--- src/rtl/fir_cmplx_decim.sv ---
`timescale 1ns/1ps
`default_nettype none
// fir_cmplx_decim: complex FIR with true decimation, one tap per cycle on a shared complex MAC.
// Revision: 1.0
module fir_cmplx_decim #(
  parameter int DATA_WIDTH  = 32,
  parameter int FRAC_BITS   = 10,
  parameter int TAPS        = 20,
  parameter int DECIMATION  = 1,
  parameter int CMPLX_COEFF = 1,
  parameter logic [0:TAPS-1][DATA_WIDTH-1:0] H_REAL = '0,
  parameter logic [0:TAPS-1][DATA_WIDTH-1:0] H_IMAG = '0
) (
  input  logic                  clk,
  input  logic                  rst_n,
  input  logic                  x_real_empty,
  input  logic                  x_imag_empty,
  input  logic [DATA_WIDTH-1:0] x_real_in,
  input  logic [DATA_WIDTH-1:0] x_imag_in,
  output logic                  x_real_rd_en,
  output logic                  x_imag_rd_en,
  input  logic                  y_real_full,
  input  logic                  y_imag_full,
  output logic [DATA_WIDTH-1:0] y_real_out,
  output logic [DATA_WIDTH-1:0] y_imag_out,
  output logic                  y_real_wr_en,
  output logic                  y_imag_wr_en
);

  localparam int TAP_W = (TAPS > 1) ? $clog2(TAPS) : 1;
  localparam int CNT_W = (DECIMATION > 1) ? $clog2(DECIMATION) : 1;
  localparam logic [TAP_W-1:0] LAST_TAP    = TAP_W'(TAPS - 1);
  localparam logic [CNT_W-1:0] LAST_SAMPLE = CNT_W'(DECIMATION - 1);

  typedef enum logic [1:0] {
    LOAD = 2'd0,
    MAC  = 2'd1,
    OUT  = 2'd2
  } state_t;

  state_t                       state;
  logic signed [DATA_WIDTH-1:0] shift_real [TAPS];
  logic signed [DATA_WIDTH-1:0] shift_imag [TAPS];
  logic [CNT_W-1:0]             sample_cnt;
  logic [TAP_W-1:0]             tap;
  logic signed [DATA_WIDTH-1:0] acc_r;
  logic signed [DATA_WIDTH-1:0] acc_i;
  logic [DATA_WIDTH-1:0]        y_r;
  logic [DATA_WIDTH-1:0]        y_i;

  logic                         pop;
  logic                         push;
  logic [TAP_W-1:0]             coef_idx;
  logic signed [DATA_WIDTH-1:0] xr, xi, hr, hi;
  logic signed [2*DATA_WIDTH-1:0] p_rr, p_ii, p_ri, p_ir;
  logic signed [DATA_WIDTH-1:0] acc_r_next;
  logic signed [DATA_WIDTH-1:0] acc_i_next;

  function automatic logic signed [DATA_WIDTH-1:0] dq(input logic signed [2*DATA_WIDTH-1:0] p);
    return DATA_WIDTH'(p >>> FRAC_BITS);
  endfunction

  // Handshakes are gated by rst_n so nothing is popped or pushed while reset is held.
  assign pop  = rst_n && (state == LOAD) && !x_real_empty && !x_imag_empty;
  assign push = rst_n && (state == OUT) && !y_real_full && !y_imag_full;

  assign x_real_rd_en = pop;
  assign x_imag_rd_en = pop;
  assign y_real_wr_en = push;
  assign y_imag_wr_en = push;
  assign y_real_out   = y_r;
  assign y_imag_out   = y_i;

  // Coefficients are stored time-reversed relative to the history index.
  assign coef_idx = LAST_TAP - tap;
  assign xr       = shift_real[tap];
  assign xi       = shift_imag[tap];
  assign hr       = H_REAL[coef_idx];

  if (CMPLX_COEFF != 0) begin : g_cmplx
    assign hi = H_IMAG[coef_idx];
  end else begin : g_real_only
    assign hi = '0;
  end

  assign p_rr = xr * hr;
  assign p_ii = xi * hi;
  assign p_ri = xr * hi;
  assign p_ir = xi * hr;

  assign acc_r_next = acc_r + dq(p_rr) - dq(p_ii);
  assign acc_i_next = acc_i + dq(p_ri) + dq(p_ir);

  always_ff @(posedge clk) begin
    if (!rst_n) begin
      state      <= LOAD;
      sample_cnt <= '0;
      tap        <= '0;
      acc_r      <= '0;
      acc_i      <= '0;
      y_r        <= '0;
      y_i        <= '0;
      for (int i = 0; i < TAPS; i++) begin
        shift_real[i] <= '0;
        shift_imag[i] <= '0;
      end
    end else begin
      case (state)
        LOAD: begin
          if (pop) begin
            for (int i = TAPS - 1; i > 0; i--) begin
              shift_real[i] <= shift_real[i-1];
              shift_imag[i] <= shift_imag[i-1];
            end
            shift_real[0] <= x_real_in;
            shift_imag[0] <= x_imag_in;
            if (sample_cnt == LAST_SAMPLE) begin
              sample_cnt <= '0;
              acc_r      <= '0;
              acc_i      <= '0;
              tap        <= '0;
              state      <= MAC;
            end else begin
              sample_cnt <= sample_cnt + CNT_W'(1);
            end
          end
        end
        MAC: begin
          acc_r <= acc_r_next;
          acc_i <= acc_i_next;
          if (tap == LAST_TAP) begin
            y_r   <= acc_r_next;
            y_i   <= acc_i_next;
            state <= OUT;
          end else begin
            tap <= tap + TAP_W'(1);
          end
        end
        OUT: begin
          if (push) state <= LOAD;
        end
        default: state <= LOAD;
      endcase
    end
  end

endmodule
`default_nettype wire

--- config.mk ---
export PLATFORM = sky130hd
export DESIGN_NAME = fir_cmplx_decim
export DESIGN_NICKNAME = d
export VERILOG_FILES = /design/src/rtl/fir_cmplx_decim.sv
export SDC_FILE = /design/constraint.sdc
export NUM_CORES = 1
export LEC_CHECK = 0
export ABC_AREA = 0
export BUFFER_PORTS_ARGS = -buffer_cell sky130_fd_sc_hd__buf_2
export CAP_MARGIN = 20
export CORE_MARGIN = 3
export CORE_UTILIZATION = 45
export DETAILED_ROUTE_END_ITERATION = 10
export PLACE_DENSITY_LB_ADDON = 0.05
export SYNTH_ARGS = -nofsm -noshare
export SYNTH_HDL_FRONTEND = slang
export SYNTH_SLANG_ARGS = --single-unit
--- constraint.sdc ---
create_clock -name clk -period 2.7 [get_ports clk]
set_input_delay 0.27 -clock clk [delete_from_list [all_inputs] [get_ports clk]]
set_output_delay 0.27 -clock clk [all_outputs]
set_load 0.02 [all_outputs]
==> impl_metrics.toml <==
[logic_synthesis]
synthFlopType = "dfxtp_1"
asyncSetResetFlopFracSynth_pct = 0
ys_top_cells_by_area = "dfxtp_1, ha_1, a21oi_1"
synth_top_area_cell = "dfxtp_1"
synth_seq_area_share_pct = 29.7
ys_seq_elements = 67
ys_warn_count = 0
synth_edf_count = 0
yosysTopAreaCellShare_pct = 29.7
synthCells = 601
synth.distinct_cells = 62
postSynthAreaPerCell_um2 = 7.53
synth_area_mm2 = 0.00452

[clocking]
cts_tree = "done"
cts_sinks = 67
clk_pin_slew_ns = 0.08
clk_path_buf_depth = 2
cts_buffers = 9
cts_hold_buf = 0
htree_levels = 3
cts-root-buf = "clkbuf_8"
clk_latency_ns = 0.36

[timing]
max_slew_margin_pct = 52.9
rsz0062_at_grt = "yes"
finalHoldViolations = 0
fmax_ghz = 0.385
setup_viol = 0
post-route-period-util_pct = 96.3
clock_skew_ns = 0.0171
tightestPinTransition_ns = 0.705
whs_ns = 0.302
fin_crit_ns = 2.60
final_max_slew_viol_count = 0

[critical_path]
critPathRequiredTime_ns = 2.98
max_stage_delay_ns = 0.43
r2r_cells = 11
path_class = "reg -> reg"
crit_buf_inv = 2
crit_arrival_ns = 2.88
endpoint_kind = "flip-flop"
worstPathCellList = "inv_2, ha_4, a2111o_1, a31o_4, a32oi_4, a211o_4, nor4b_4, nor4_2, buf_4, or2_1, a31oi_1"
cp.depth = 11
critical_path_peak_fanout = 5
crit_family = "compound AO/OA/AOI/OAI gates"
critPathSlowestCell = "a2111o_1"
start_kind = "flip-flop"

[floorplanning]
num_rows = 35
num_io_pins = 138
die_width_um = 106
core_mm2 = 0.00950
start_util_pct = 47.6
dieArea_mm2 = 0.0113
die_h_um = 106

[global_routing]
met3_usage_pct = 3.95
use_met2_pct = 34.8
grt_overflow = 0
grt_use_total_pct = 21.1
grt-busiest-layer = "met2"
grt_max_degree = 23
grt_pass1_wl_um = 19200
use_met1_pct = 28.4
antenna_found_initial = 0
grt_pass1_vias = 3925

[drt]
routed_via_density = 5.38
drtPass1Iterations = 4
num_vias = 4251
ant_nets = 0
first_iter_violations = 141
drcViolationCount = 0
finalWirelength_um = 11900
wl_per_cell_um = 15.0

[placement]
dp.cells = 771
hpwlAfterDp_um = 8620
io_buffers = 39
place.gp.congestion = 0.886

[status]
status = "finished, final reports clean"

[hold_path]
hold_class = "in -> reg"
hold_depth = 5

[pwr]
power.density_mw_per_mm2 = 403
ir_worst_vdd_uv = 370
leakage_uw = 0.00231

[final_layout]
area.growth.synth_to_final_pct = 18.5
antennaDiodeCount = 0
drive_above_1_share_pct = 21.5
final_common_cell = "nand2_1"
fill_cells = 947
final_cell_mix = "nand2_1, a21oi_1, dfxtp_1, nor2_1, buf_2"
final_nets = 757
layout.cells.non_filler = 790

[flow_run]
drv_cap = 0
state kept, by name, summed over array words and instances, names as in the netlist:
signal,count
acc_r,30
y_real_out,30
tap,5
state,2
metrics by stage:
stage               power (uW)  util (%)  worst slack (ns)  area, um2  setup TNS (ns)
floorplan                 1130         -            0.0893       4650               0
global placement          1130      51.4          -0.00873       4880        -0.00873
detailed placement        1130      51.4           -0.0357       4880         -0.0357
CTS                       2190      54.4           0.00149       5170               0
global route              2230      56.4          -0.00887       5360         -0.0106
finish                    2160      56.4             0.101       5360               0
worst reg2reg max path: cells and delay by family, from the launching register on:
kind                       cells  cell delay (ns)
AOI/OAI and AO/OA              5             1.30
buffers and inverters          2             0.19
adders and majority gates      1             0.22
DFF                            1             0.34
and+or+nand+nor                3             0.49
final cells by class:
type                    count  area, um2  share of cell area (%)
multi-input cells         462       2970                    55.4
flip-flops and latches     67       1360                    25.3
repair buffers             76        473                    8.83
well taps                 129        161                    3.01
inverters                  40        150                    2.80
clock inverters             7        125                    2.34
clock buffers               9        124                    2.31
layer usage:
layer | up-vias | part of all wire [%]
met5 | - | 0
met4 | 0 | 0.73
met3 | 11 | 4.5
met2 | 100 | 49
met1 | 2007 | 46
li1 | 2133 | -
synth_stat cells, drive strengths merged (3+ instances only):
master and n:
nand2 87, a21oi 70, dfxtp 67, nor2 41, inv 40, buf 38
ha 31, clkbuf 27, nand3 26, o21ai 22, xnor2 14, nand4 13
xor2 11, a21o 10, a211oi 9, nor3 9, o211ai 8, a31oi 6
nand2b 6, and3 5, o21a 5, o21bai 5, or3 5, a211o 3
a22o 3, a22oi 3, and2 3, mux2 3, or2 3
report_power, final:
part | total, uW | internal (uW) | switching [uW]
Sequential | 988 | 987 | 1.69
Clock | 1060 | 621 | 437
Combinational | 113 | 16.6 | 96.6
worst paths after layout:
kind / from / to / slack (ns)
worst max-delay path: acc_r[5] / acc_r[31] / 0.10
worst max register to register: acc_r[5] / acc_r[31] / 0.10
worst min-delay path: y_real_full / state[1] / 0.30
worst min register to register: y_real_out[11] / y_real_out[11] / 0.45
kinds of logic after synthesis:
family | synth area share [%]
flops | 29.7
simple gates | 21.9
other cells | 0.0829
xor+xnor | 4.84
mux | 0.968
fa+ha+maj | 8.58
compound gates | 22.3
buf+inv | 11.7
repair_timing:
action                     in CTS  in global routing
setup endpoints to repair       2                 12
cloned                          0                  0
buffers inserted                2                  1
pin swaps                       3                  5
resized for setup               3                 45
Note: power is estimated with default switching activity, not from simulation.
